===== src/rtl/usb_ctrl_ep0_responder_pkg.sv =====
// Shared constants and types for the endpoint-0 control responder.
// Request codes, descriptor types, handshakes, token one-hots and FSM state encoding.
package usb_ctrl_ep0_responder_pkg;

  localparam logic [2:0] TXN_SETUP = 3'b100;
  localparam logic [2:0] TXN_OUT   = 3'b010;
  localparam logic [2:0] TXN_IN    = 3'b001;

  localparam logic [1:0] HSK_ACK   = 2'd0;
  localparam logic [1:0] HSK_NAK   = 2'd1;
  localparam logic [1:0] HSK_STALL = 2'd2;

  localparam logic [7:0] REQ_SET_ADDRESS       = 8'h05;
  localparam logic [7:0] REQ_GET_DESCRIPTOR    = 8'h06;
  localparam logic [7:0] REQ_GET_CONFIGURATION = 8'h08;
  localparam logic [7:0] REQ_SET_CONFIGURATION = 8'h09;

  localparam logic [7:0] DESC_DEVICE = 8'h01;
  localparam logic [7:0] DESC_CONFIG = 8'h02;
  localparam logic [7:0] DESC_STRING = 8'h03;

  // Standard requests addressed to the device recipient only.
  localparam logic [7:0] RT_HOST_TO_DEV = 8'h00;
  localparam logic [7:0] RT_DEV_TO_HOST = 8'h80;

  typedef enum logic [2:0] {
    ST_IDLE,
    ST_DATA_IN,
    ST_STATUS_OUT,
    ST_STATUS_IN,
    ST_STALLED
  } ep0_state_e;

  typedef enum logic [1:0] {
    ACT_NONE,
    ACT_SET_ADDR,
    ACT_SET_CFG
  } status_act_e;

  function automatic logic [15:0] min_u16(input logic [15:0] a, input logic [15:0] b);
    return (a < b) ? a : b;
  endfunction

endpackage


===== src/rtl/usb_desc_rom.sv =====
// Descriptor byte store: returns MAX_PKT bytes of the selected descriptor from a byte offset.
// Bytes past the end of a descriptor read as zero.
module usb_desc_rom
  import usb_ctrl_ep0_responder_pkg::*;
#(
  parameter int MAX_PKT      = 8,
  parameter int DEV_DESC_LEN = 18,
  parameter int CFG_DESC_LEN = 32
) (
  input  logic [7:0]           i_descType,
  input  logic [15:0]          i_offset,
  output logic [8*MAX_PKT-1:0] o_data
);

  function automatic logic [7:0] dev_byte(input logic [15:0] idx);
    logic [7:0] b;
    b = 8'h00;
    if (idx < 16'(DEV_DESC_LEN)) begin
      case (idx[4:0])
        5'd0:  b = 8'(DEV_DESC_LEN);
        5'd1:  b = DESC_DEVICE;
        5'd2:  b = 8'h00;  5'd3:  b = 8'h02;
        5'd4:  b = 8'h00;  5'd5:  b = 8'h00;  5'd6:  b = 8'h00;
        5'd7:  b = 8'(MAX_PKT);
        5'd8:  b = 8'h34;  5'd9:  b = 8'h12;
        5'd10: b = 8'h78;  5'd11: b = 8'h56;
        5'd12: b = 8'h00;  5'd13: b = 8'h01;
        5'd14: b = 8'h01;  5'd15: b = 8'h02;  5'd16: b = 8'h03;
        5'd17: b = 8'h01;
        default: b = 8'h00;
      endcase
    end else begin
      b = 8'h00;
    end
    return b;
  endfunction

  // Configuration, one vendor interface and a bulk IN/OUT endpoint pair.
  function automatic logic [7:0] cfg_byte(input logic [15:0] idx);
    logic [7:0] b;
    b = 8'h00;
    if (idx < 16'(CFG_DESC_LEN)) begin
      case (idx[4:0])
        5'd0:  b = 8'h09;  5'd1:  b = DESC_CONFIG;
        5'd2:  b = 8'(CFG_DESC_LEN);  5'd3: b = 8'(CFG_DESC_LEN >> 8);
        5'd4:  b = 8'h01;  5'd5:  b = 8'h01;  5'd6:  b = 8'h00;
        5'd7:  b = 8'h80;  5'd8:  b = 8'h32;
        5'd9:  b = 8'h09;  5'd10: b = 8'h04;  5'd11: b = 8'h00;
        5'd12: b = 8'h00;  5'd13: b = 8'h02;  5'd14: b = 8'hff;
        5'd15: b = 8'h00;  5'd16: b = 8'h00;  5'd17: b = 8'h00;
        5'd18: b = 8'h07;  5'd19: b = 8'h05;  5'd20: b = 8'h81;
        5'd21: b = 8'h02;  5'd22: b = 8'h40;  5'd23: b = 8'h00;  5'd24: b = 8'h00;
        5'd25: b = 8'h07;  5'd26: b = 8'h05;  5'd27: b = 8'h02;
        5'd28: b = 8'h02;  5'd29: b = 8'h40;  5'd30: b = 8'h00;  5'd31: b = 8'h00;
        default: b = 8'h00;
      endcase
    end else begin
      b = 8'h00;
    end
    return b;
  endfunction

  // Gather one packet-wide window starting at i_offset.
  always_comb begin
    o_data = '0;
    for (int i = 0; i < MAX_PKT; i++) begin
      case (i_descType)
        DESC_DEVICE: o_data[8*i +: 8] = dev_byte(i_offset + 16'(i));
        DESC_CONFIG: o_data[8*i +: 8] = cfg_byte(i_offset + 16'(i));
        default:     o_data[8*i +: 8] = 8'h00;
      endcase
    end
  end

endmodule


===== src/rtl/usb_ctrl_ep0_responder.sv =====
// USB endpoint-0 control responder: SETUP decode, descriptor IN data stage, status stages, SET_ADDRESS.
// Define USB_CTRL_SETCONFIG_EN to add SET_CONFIGURATION / GET_CONFIGURATION support.
module usb_ctrl_ep0_responder
  import usb_ctrl_ep0_responder_pkg::*;
#(
  parameter int MAX_PKT      = 8,
  parameter int DEV_DESC_LEN = 18,
  parameter int CFG_DESC_LEN = 32
) (
  input  logic                         i_clk,
  input  logic                         i_rst,
  input  logic                         i_txnValid,
  output logic                         o_txnReady,
  input  logic [2:0]                   i_txnType,
  input  logic [8*MAX_PKT-1:0]         i_outData,
  input  logic [$clog2(MAX_PKT):0]     i_outData_nBytes,
  output logic                         o_rspValid,
  output logic [1:0]                   o_rspHsk,
  output logic [8*MAX_PKT-1:0]         o_inData,
  output logic [$clog2(MAX_PKT):0]     o_inData_nBytes,
  input  logic                         i_inAck,
  output logic [6:0]                   o_devAddr
);

  localparam int         NBW       = $clog2(MAX_PKT) + 1;
  localparam logic [15:0] MAX_PKT_W = 16'(MAX_PKT);

  ep0_state_e          state_q, state_d, state_a;
  status_act_e         act_q, act_d;
  logic [15:0]         offset_q, offset_d, offset_a;
  logic [15:0]         remaining_q, remaining_d, remaining_a;
  logic [15:0]         total_q, total_d, wlength_q, wlength_d;
  logic [7:0]          desc_type_q, desc_type_d, wvalue_q, wvalue_d;
  logic                src_cfg_q, src_cfg_d;
  logic                last_in_ack_q, last_in_ack_d, last_ack_a;
  logic [6:0]          dev_addr_q, dev_addr_d;
  logic                txn_ready_q, txn_ready_d, rsp_valid_q, rsp_valid_d;
  logic [1:0]          rsp_hsk_q, rsp_hsk_d;
  logic [8*MAX_PKT-1:0] in_data_q, in_data_d, rom_data_s;
  logic [NBW-1:0]      in_nbytes_q, in_nbytes_d;
`ifdef USB_CTRL_SETCONFIG_EN
  logic [7:0]          cfg_q, cfg_d;
`endif

  logic                accept_s;
  logic [7:0]          setup_bm_s, setup_breq_s;
  logic [15:0]         setup_wval_s, setup_wlen_s, desc_len_s, sent_s, pkt_len_s;
  logic                unused_s;

  assign setup_bm_s   = i_outData[7:0];
  assign setup_breq_s = i_outData[15:8];
  assign setup_wval_s = i_outData[31:16];
  assign setup_wlen_s = i_outData[63:48];
  assign accept_s     = i_txnValid && txn_ready_q;
  assign sent_s       = 16'(in_nbytes_q);
  assign pkt_len_s    = (remaining_a < MAX_PKT_W) ? remaining_a : MAX_PKT_W;
  assign unused_s     = ^{i_outData, wvalue_q, src_cfg_q};

  usb_desc_rom #(
    .MAX_PKT      (MAX_PKT),
    .DEV_DESC_LEN (DEV_DESC_LEN),
    .CFG_DESC_LEN (CFG_DESC_LEN)
  ) u_desc_rom (
    .i_descType (desc_type_q),
    .i_offset   (offset_a),
    .o_data     (rom_data_s)
  );

  always_comb begin
    case (setup_wval_s[15:8])
      DESC_DEVICE: desc_len_s = 16'(DEV_DESC_LEN);
      DESC_CONFIG: desc_len_s = 16'(CFG_DESC_LEN);
      default:     desc_len_s = 16'd0;
    endcase
  end

  // Host acknowledgement of the previous IN; runs before the token so both can share a cycle.
  always_comb begin
    state_a     = state_q;
    offset_a    = offset_q;
    remaining_a = remaining_q;
    last_ack_a  = last_in_ack_q;
    dev_addr_d  = dev_addr_q;
`ifdef USB_CTRL_SETCONFIG_EN
    cfg_d       = cfg_q;
`endif
    if (i_inAck && last_in_ack_q) begin
      last_ack_a = 1'b0;
      case (state_q)
        ST_DATA_IN: begin
          offset_a    = offset_q + sent_s;
          remaining_a = remaining_q - sent_s;
          // A full final packet short of wLength needs a ZLP to terminate the data stage.
          if (remaining_a != 16'd0) begin
            state_a = ST_DATA_IN;
          end else if (sent_s == MAX_PKT_W && total_q < wlength_q) begin
            state_a = ST_DATA_IN;
          end else begin
            state_a = ST_STATUS_OUT;
          end
        end
        ST_STATUS_IN: begin
          if (act_q == ACT_SET_ADDR) begin
            dev_addr_d = wvalue_q[6:0];
`ifdef USB_CTRL_SETCONFIG_EN
          end else if (act_q == ACT_SET_CFG) begin
            cfg_d = wvalue_q;
`endif
          end else begin
            dev_addr_d = dev_addr_q;
          end
          state_a = ST_IDLE;
        end
        default: state_a = state_q;
      endcase
    end else begin
      last_ack_a = last_in_ack_q;
    end
  end

  always_comb begin
    state_d       = state_a;
    offset_d      = offset_a;
    remaining_d   = remaining_a;
    total_d       = total_q;
    wlength_d     = wlength_q;
    desc_type_d   = desc_type_q;
    wvalue_d      = wvalue_q;
    src_cfg_d     = src_cfg_q;
    act_d         = act_q;
    last_in_ack_d = last_ack_a;
    txn_ready_d   = ~accept_s;
    rsp_valid_d   = accept_s;
    rsp_hsk_d     = rsp_hsk_q;
    in_data_d     = in_data_q;
    in_nbytes_d   = in_nbytes_q;
    if (accept_s) begin
      rsp_hsk_d     = HSK_NAK;
      in_data_d     = '0;
      in_nbytes_d   = '0;
      last_in_ack_d = 1'b0;
      case (i_txnType)
        TXN_SETUP: begin
          rsp_hsk_d   = HSK_ACK;
          offset_d    = 16'd0;
          remaining_d = 16'd0;
          total_d     = 16'd0;
          wlength_d   = setup_wlen_s;
          wvalue_d    = setup_wval_s[7:0];
          desc_type_d = setup_wval_s[15:8];
          src_cfg_d   = 1'b0;
          act_d       = ACT_NONE;
          state_d     = ST_STALLED;
          if (i_outData_nBytes != NBW'(8)) begin
            state_d = ST_STALLED;
          end else begin
            case (setup_breq_s)
              REQ_GET_DESCRIPTOR: begin
                if (setup_bm_s == RT_DEV_TO_HOST && desc_len_s != 16'd0) begin
                  state_d     = ST_DATA_IN;
                  remaining_d = min_u16(setup_wlen_s, desc_len_s);
                  total_d     = min_u16(setup_wlen_s, desc_len_s);
                end else begin
                  state_d = ST_STALLED;
                end
              end
              REQ_SET_ADDRESS: begin
                if (setup_bm_s == RT_HOST_TO_DEV) begin
                  state_d = ST_STATUS_IN;
                  act_d   = ACT_SET_ADDR;
                end else begin
                  state_d = ST_STALLED;
                end
              end
`ifdef USB_CTRL_SETCONFIG_EN
              REQ_SET_CONFIGURATION: begin
                if (setup_bm_s == RT_HOST_TO_DEV) begin
                  state_d = ST_STATUS_IN;
                  act_d   = ACT_SET_CFG;
                end else begin
                  state_d = ST_STALLED;
                end
              end
              REQ_GET_CONFIGURATION: begin
                if (setup_bm_s == RT_DEV_TO_HOST) begin
                  state_d     = ST_DATA_IN;
                  src_cfg_d   = 1'b1;
                  remaining_d = min_u16(setup_wlen_s, 16'd1);
                  total_d     = min_u16(setup_wlen_s, 16'd1);
                end else begin
                  state_d = ST_STALLED;
                end
              end
`endif
              default: state_d = ST_STALLED;
            endcase
          end
        end
        TXN_IN: begin
          case (state_a)
            ST_DATA_IN: begin
              rsp_hsk_d     = HSK_ACK;
`ifdef USB_CTRL_SETCONFIG_EN
              in_data_d     = src_cfg_q ? {{(8*MAX_PKT-8){1'b0}}, cfg_q} : rom_data_s;
`else
              in_data_d     = rom_data_s;
`endif
              in_nbytes_d   = pkt_len_s[NBW-1:0];
              last_in_ack_d = 1'b1;
            end
            ST_STATUS_IN: begin
              rsp_hsk_d     = HSK_ACK;
              last_in_ack_d = 1'b1;
            end
            ST_STALLED: rsp_hsk_d = HSK_STALL;
            default:    rsp_hsk_d = HSK_NAK;
          endcase
        end
        TXN_OUT: begin
          case (state_a)
            ST_STATUS_OUT: begin
              if (i_outData_nBytes == NBW'(0)) begin
                rsp_hsk_d = HSK_ACK;
                state_d   = ST_IDLE;
              end else begin
                rsp_hsk_d = HSK_STALL;
                state_d   = ST_STALLED;
              end
            end
            ST_STALLED: rsp_hsk_d = HSK_STALL;
            default:    rsp_hsk_d = HSK_NAK;
          endcase
        end
        default: rsp_hsk_d = HSK_NAK;
      endcase
    end else begin
      rsp_hsk_d = rsp_hsk_q;
    end
  end

  // State and registered outputs.
  always_ff @(posedge i_clk or posedge i_rst) begin
    if (i_rst) begin
      state_q       <= ST_IDLE;
      act_q         <= ACT_NONE;
      offset_q      <= 16'd0;
      remaining_q   <= 16'd0;
      total_q       <= 16'd0;
      wlength_q     <= 16'd0;
      desc_type_q   <= 8'd0;
      wvalue_q      <= 8'd0;
      src_cfg_q     <= 1'b0;
      last_in_ack_q <= 1'b0;
      dev_addr_q    <= 7'd0;
      txn_ready_q   <= 1'b1;
      rsp_valid_q   <= 1'b0;
      rsp_hsk_q     <= HSK_ACK;
      in_data_q     <= '0;
      in_nbytes_q   <= '0;
`ifdef USB_CTRL_SETCONFIG_EN
      cfg_q         <= 8'd0;
`endif
    end else begin
      state_q       <= state_d;
      act_q         <= act_d;
      offset_q      <= offset_d;
      remaining_q   <= remaining_d;
      total_q       <= total_d;
      wlength_q     <= wlength_d;
      desc_type_q   <= desc_type_d;
      wvalue_q      <= wvalue_d;
      src_cfg_q     <= src_cfg_d;
      last_in_ack_q <= last_in_ack_d;
      dev_addr_q    <= dev_addr_d;
      txn_ready_q   <= txn_ready_d;
      rsp_valid_q   <= rsp_valid_d;
      rsp_hsk_q     <= rsp_hsk_d;
      in_data_q     <= in_data_d;
      in_nbytes_q   <= in_nbytes_d;
`ifdef USB_CTRL_SETCONFIG_EN
      cfg_q         <= cfg_d;
`endif
    end
  end

  assign o_txnReady      = txn_ready_q;
  assign o_rspValid      = rsp_valid_q;
  assign o_rspHsk        = rsp_hsk_q;
  assign o_inData        = in_data_q;
  assign o_inData_nBytes = in_nbytes_q;
  assign o_devAddr       = dev_addr_q;

endmodule


===== config.mk =====
export PLATFORM = sky130hd
export DESIGN_NAME = usb_ctrl_ep0_responder
export DESIGN_NICKNAME = d
export VERILOG_FILES = /design/src/rtl/usb_ctrl_ep0_responder_pkg.sv /design/src/rtl/usb_desc_rom.sv /design/src/rtl/usb_ctrl_ep0_responder.sv
export SDC_FILE = /design/constraint.sdc
export NUM_CORES = 1
export LEC_CHECK = 0
export ABC_AREA = 1
export CAP_MARGIN = 20
export CORE_UTILIZATION = 40
export CTS_CLUSTER_SIZE = 40
export DETAILED_ROUTE_END_ITERATION = 6
export PLACE_DENSITY = 0.72
export SETUP_SLACK_MARGIN = 0.3
export SKIP_LAST_GASP = 1
export SLEW_MARGIN = 10
export SYNTH_ARGS = -nofsm -noshare
export SYNTH_HDL_FRONTEND = slang
export SYNTH_SLANG_ARGS = --single-unit

===== constraint.sdc =====
create_clock -name i_clk -period 12.09 [get_ports i_clk]
set_input_delay 2.418 -clock i_clk [delete_from_list [all_inputs] [get_ports i_clk]]
set_output_delay 2.418 -clock i_clk [all_outputs]
set_load 0.05 [all_outputs]

# --- After elaboration in Yosys (flattened, before gate mapping) ---
# Memories as Yosys holds them, arrays and structs flattened.
# Cells that the tools add are included.
word_totals:
  word_cells: 156
  regBits: 164
  out_inout_bits: 79
  memories: 16
  romBits: 3840
  in_bits: 75
mem_list:
  columns: ["name", "depth", "width", "read_ports", "rd_clocked_by_memory_dff", "wr", "line", "text"]
  rows:
  - ["(no name shown)", 32, 8, 1, 0, 0, "usb_desc_rom.sv:43", "case (idx[4:0])"]
  - ["(no name shown)", 32, 8, 1, 0, 0, "usb_desc_rom.sv:43", null]
  - ["(no name shown)", 32, 8, 1, 0, 0, "usb_desc_rom.sv:43", null]
  - ["(no name shown)", 32, 8, 1, 0, 0, "usb_desc_rom.sv:43", null]
  - ["(no name shown)", 32, 8, 1, 0, 0, "usb_desc_rom.sv:43", null]
  - ["(no name shown)", 32, 8, 1, 0, 0, "usb_desc_rom.sv:43", null]
  - ["+10 memories", null, null, null, null, null, null, null]
classes:
  n_addsub: 9
  n_mux: 65
  n_eq_ne: 19
  n_bitwise: 1
  order_cmp: 19
  n_reduce_logical: 12
op_table:
  columns: ["operator", "n"]
  rows:
  - ["2-to-1 mux 16 bit", 12]
  - ["< comparator 16 x 5 -> 1 bit (second input constant)", 8]
  - ["< comparator 16 x 6 -> 1 bit (second input constant)", 8]
  - ["2-to-1 mux 64 bit", 2]
  - ["2-to-1 mux 8 bit", 16]
  - ["one-hot mux 8 bit (2 select lines)", 8]
  - ["adder 16 x 3 -> 16 bit (second input constant)", 4]
  - ["adder 16 x 2 -> 16 bit (second input constant)", 2]
  - ["< comparator 16 bit", 2]
  - ["nonzero test 16 bit", 2]
  - ["2-to-1 mux 3 bit", 7]
  - ["one-hot mux 3 bit (2 select lines)", 3]
  - ["adder 16 x 1 -> 16 bit (second input constant)", 1]
  - ["adder 16 x 4 -> 16 bit", 1]
  - ["equality test 8 x 1 -> 1 bit (second input constant)", 2]
  - ["equality test 8 x 2 -> 1 bit (second input constant)", 2]
  - ["equality test 8 x 3 -> 1 bit (second input constant)", 2]
  - ["< comparator 16 x 4 -> 1 bit (second input constant)", 1]
  - ["subtractor 16 x 4 -> 16 bit", 1]
  - ["equality test 3 x 2 -> 1 bit (second input constant)", 4]
  - ["2-to-1 mux 4 bit", 3]
  - ["one-hot mux 6 bit (2 select lines)", 1]
  - ["equality test 3 x 1 -> 1 bit (second input constant)", 3]
  - ["equality test 8 bit (second input constant)", 1]
  - ["other kinds (16)", 29]

# --- Logic depth before layout (Yosys ltp) ---
logic_depth:
  ltp_word: 11
  mapped_depth: 28
  depth_no_buf: 25

# --- Modules after synthesis ---
# A second synthesis with hierarchy kept.
hier_totals:
  cells_unflattened: 2122
  hier_area_um2: 13922.1
by_module_without_submodules:
  columns: ["mod", "cells_per_inst", "area_each_um2", "n_inst"]
  rows:
  - ["usb_ctrl_ep0_responder", 1006, 8126.5, 1]
  - ["usb_desc_rom", 1116, 5795.6, 1]

# --- Worst setup path before layout ---
# Ideal clock, no wire load.
synth_path:
  kind: "input to register"
  from: "input i_inAck"
  to: "register in_data_q[57] (netlist: o_inData[57])"
  arrival_ps: 5363
  setup_ps: 76
  setup_slack_ps: 6650
  stages: 22
  t_required_ps: 12014
  path_cell_list: "nand2_1 inv_1 nand2_2 nor2_4 buf_6 buf_6 nand2_1 and2_1 buf_2 clkinv_1 ha_1 inv_1 a21oi_1 nor2_1 nand2_1 xor2_1 nor3_1 nand3_1 nor2_2 and2_1 nand2_1 o21ai_1"
synth_via:
  elab_chain_cells: 8
  word_cells_on_any_way: 14
  classes_between: "add/sub (1); order compare (2); eq/ne (1); mux (7); reduce/logical (1); memory (2)"
synth_rtl:
  columns: ["item", "line", "text"]
  rows:
  - ["start, declared", "usb_ctrl_ep0_responder.sv:21", "input logic i_inAck,"]
  - ["logical AND 1 bit *", "usb_ctrl_ep0_responder.sv:87", "if (i_inAck && last_in_ack_q) begin"]
  - ["2-to-1 mux 16 bit", "usb_ctrl_ep0_responder.sv:87", null]
  - ["adder 16 x 3 -> 16 bit", "usb_desc_rom.sv:68, usb_desc_rom.sv:69", null]
  - ["< comparator 16 x 6 -> 1 bit, or another cell as far along", "usb_desc_rom.sv:42", "if (idx < 16'(CFG_DESC_LEN)) begin"]
  - ["2-to-1 mux 8 bit (on tied branches)", "usb_desc_rom.sv:42, usb_desc_rom.sv:18", null]
  - ["one-hot mux 8 bit (2 select lines)", "usb_desc_rom.sv:67", "case (i_descType)"]
  - ["2-to-1 mux 64 bit *", "usb_ctrl_ep0_responder.sv:200", "case (state_a)"]
  - ["2-to-1 mux 64 bit *", "usb_ctrl_ep0_responder.sv:142", "case (i_txnType)"]
  - ["end signal, assigned", "usb_ctrl_ep0_responder.sv:278", "in_data_q <= in_data_d;"]
  - ["end, declared", "usb_ctrl_ep0_responder.sv:39", "logic [8*MAX_PKT-1:0] in_data_q, in_data_d, rom_data_s;"]
# Mark *: on every way between the ends. The rest lies on a longest branch, timed or not.
# A chain may end at the register's enable or synchronous reset.

# --- Worst setup path in the final report ---
layout_path:
  from: "input i_inAck"
  to: "register in_data_q[44] (netlist: o_inData[44])"
# Same word-level chain as after synthesis.

==> reports/metrics.csv <==
metric,value,unit
Psw,698,µW
num rows,67,
"most common cell after layout, fill and taps aside",nand2_1,
Max-cap violations,0,
family with the most delay on the worst path,simple AND/OR/NAND/NOR gates,
CTS Buffer Depth,2,
RSZ-0062 raised after global routing,false,
mapped cell area,13700,µm²
Die Ht,187,µm
die width,187,µm
WHS Path Cells,2,
hold path endpoint,desc_type_q[4],
combinational share of power,33.4,%
DRT antenna net count,0,
Tot Pwr,1.73,mW
# port buffers,136,
CTS resizes,0,
First DRT Iteration DRCs,1332,
slew margin rel.,39.7,%
nets,2303,
CP endpoint kind,register,
mean post-synth cell area,6.57,µm²
Routed wire per std cell,16.7,µm
r2r worst-path depth,20,
ant diodes,0,
pwr dens,108,nW/µm²
Fin. Hold Viols,0,
Final setup viols,0,
first-pass GRT wire length,71.6,mm
vias per inst,5.48,
Die Area,35100,µm²
Setup Skew,0.0136,ns
clk_lat worst skew,0.45,ns
outcome,completed,
FF-to-FF setup slack,6.84,ns
initial antenna violation count,0,
CTS Buf Count,17,
ys async rst share,100,%
predominant post-synthesis flop cell,dfrtp_1,
Synth warnings,0,
final instance count without filler cells,2641,
setup bufs post-CTS,0,
Internal,1.04,mW
fmax,0.137,GHz
Worst VDD drop,110,µV
Clk network pwr share,32.3,%
most frequent cells in the layout,"604 x nand2_1, 215 x inv_1, 195 x nor2_1, 166 x nand3_1, 162 x dfrtp_1",
via count,14483,
Critical Path RT,12.47,ns
sw frac,40.2,%
Post-synth EDFFs,0,
Cells after DPL,2608,
FF-to-FF End,o_inData[10],
hpwl dp,32.2,mm
setup TNS,0,ns
Worst Hold Class,register to register,
chain of cells forming the critical path,clkdlybuf4s50_1 -> nand2_1 -> inv_1 -> nand2_2 -> nor2_4 -> nand2_1 -> nand2_2 -> clkinv_1 -> ha_1 -> ha_1 -> inv_1 -> nor2_1 -> nand2_1 -> a21oi_1 -> nand4_1 -> nand2_1 -> nand2_1 -> nand2_1,
"FF+latch count, synth",163,
Flop pwr share,34.3,%
CP most frequent cell,nand2_1,
crit path DAT,7.67,ns
sequential element share of the synthesized area,29.7,%
share of layout cells above drive strength 1,7.34,%
peak per-stage delay on the critical path,0.77,ns
Syn Nets,2215,
Slew @ Worst Pin,0.904,ns
crit path max fanout,29,
Mapped Cells,2092,
hold path start,desc_type_q[4],
"Reg clk slew, reported paths",0.07,ns
Post-Route WL,44.0,mm
drt pass-1 iters,6,
worst path bufs/invs,4,
"Slowest-stage cell, CP",ha_1,
clk root buf,clkbuf_16,
number of clock sinks,163,
RR Startpoint,o_inData_nBytes[0],
Ports,154,
Synth cell types,68,
CTS H-Tree Depth,4,
min Tclk post-route,7.30,ns
core area,33700,µm²
GP Congestion,0.974,
Pins Over Slew Limit,0,
Global Route Usage Sum,25.2,%
Starting Density,40.8,%
crit start category,primary input,
WS Path Type,primary input to register,
fin crit share,60.4,%
detailed-route DRC error count,0,
Static Leak,7.85,nW
largest net degree at the start of global routing,89,
GR Overflow Total,0,
area grow syn2layout,16.4,%
CTS tree,yes,
cts hold-fix bufs,0,
number of global-route vias before repair,13517,
==> kinds of logic (layout without fill, tap and decap cells) <==
logic type / count (synthesis) / in the layout / share of synthesized area [%]
buf+inv: 321 / 422 / 9.44
fa+ha+maj: 48 / 48 / 4.48
compound gates: 324 / 324 / 13.3
simple gates: 1193 / 1193 / 40.3
mux: 1 / 1 / 0.0729
xor+xnor: 42 / 42 / 2.73
flops: 163 / 163 / 29.7
==> through the flow <==
step	setup slack, ns	hold WS (ns)	cell area [µm²]	utilization (%)
floorplan	5.27	0.443	13700	-
global placement	4.50	0.455	15400	45.7
detailed placement	4.44	0.460	15400	45.7
CTS	4.87	0.478	16000	47.4
global route	4.42	0.504	16000	47.5
finish	4.79	0.473	16000	47.5
==> worst register-to-register path: stages (launching register included) <==
cell and delay [ns]:
dfrtp_1 0.48, ha_1 0.28, fa_1 0.42, xor2_1 0.21, o21ai_2 0.08, buf_4 0.24
inv_1 0.70, ha_1 0.48, inv_1 0.20, nor2_1 0.17, inv_1 0.09, nor2_2 0.22
inv_2 0.09, nor2_2 0.12, nand3_1 0.11, xor2_1 0.34, nand3_1 0.20, nor2_4 0.24
and2_4 0.20, nand3_1 0.17, nand2_1 0.14
==> per-layer routing <==
| layer | global-route usage, % | share of wire [%] | vias up |
|---|---|---|---|
| li1 | - | - | 7060 |
| met1 | 35.5 | 46 | 6804 |
| met2 | 39.4 | 45 | 561 |
| met3 | 4.17 | 7.3 | 58 |
| met4 | 7.91 | 2.0 | 0 |
| met5 | 0 | 0 | - |
==> power groups by stage <==
stage	Clock [mW]	Combinational (mW)	Sequential, mW
after global routing	0.593	0.637	0.599
after CTS	0.570	0.565	0.596
after floorplan	0	0.403	0.606
after global placement	0	0.560	0.605
after detailed placement	0	0.562	0.606
final	0.560	0.579	0.596
==> worst max path at each step <==
stage | endpoint | depth (start not counted) | start
global route | o_inData[45] | 18 | i_inAck
global placement | o_inData[44] | 18 | i_inAck
finish | o_inData[44] | 18 | i_inAck
detailed placement | o_inData[40] | 18 | i_inAck
floorplan | act_q[0] | 1 | i_rst
CTS | o_inData[44] | 18 | i_inAck
==> sequential cells by signal, summed over array words and instances, names as in the netlist <==
register / cells
o_txnReady: 1
o_rspValid: 1
state_q: 3
desc_type_q: 8
remaining_q: 16
o_inData: 64
wvalue_q: 7
o_devAddr: 7
offset_q: 16
act_q: 1
total_q: 16
o_rspHsk: 2
wlength_q: 16
last_in_ack_q: 1
o_inData_nBytes: 4
==> synthesized netlist by cell type (3+ instances only) <==
master     count  area share, %
nand3_2       12           0.87
nor2_8         3           0.44
o21bai_1       3           0.16
or2_2          4           0.18
nand3b_1       5           0.27
nand2_1      605             17
o21ai_0      155            5.6
o31ai_1        7           0.38
xor2_1        39            2.5
o22ai_1       10           0.46
o21ai_1       29            1.1
nor2_2        17           0.77
nand3_4        4           0.51
nor4_1        11           0.50
buf_2         16           0.58
a211oi_1       8           0.44
nand2_2       17           0.77
nand3_1      166            6.0
inv_1        216            5.9
a21oi_1       63            2.3
dfrtp_1      162             30
nor2_1       197            5.4
and2_1         5           0.23
nand4_1       73            3.3
nor3_1        35            1.3
buf_1          5           0.14
nand2_4       12           0.98
ha_1          46            4.2
o32ai_1        6           0.38
nor2_4        16            1.3
o21a_1         7           0.38
o221ai_1       3           0.19
o2111ai_1      4           0.25
buf_6          6           0.49
o211ai_1       9           0.49
clkbuf_1      45            1.2
a31oi_1        7           0.32
inv_2         16           0.44
buf_4          5           0.27
clkinv_1       9           0.25
==> final cells by class <==
type / instances / area, µm²
Clock buffer: 19 / 443
Tap cell: 448 / 561
Fill cell: 3445 / 17700
Clock inverter: 13 / 143
Inverter: 244 / 930
Multi-Input combinational cell: 1608 / 8390
Sequential cell: 163 / 4080
Timing Repair Buffer: 146 / 1450
Power figures use the tool's default switching activity.
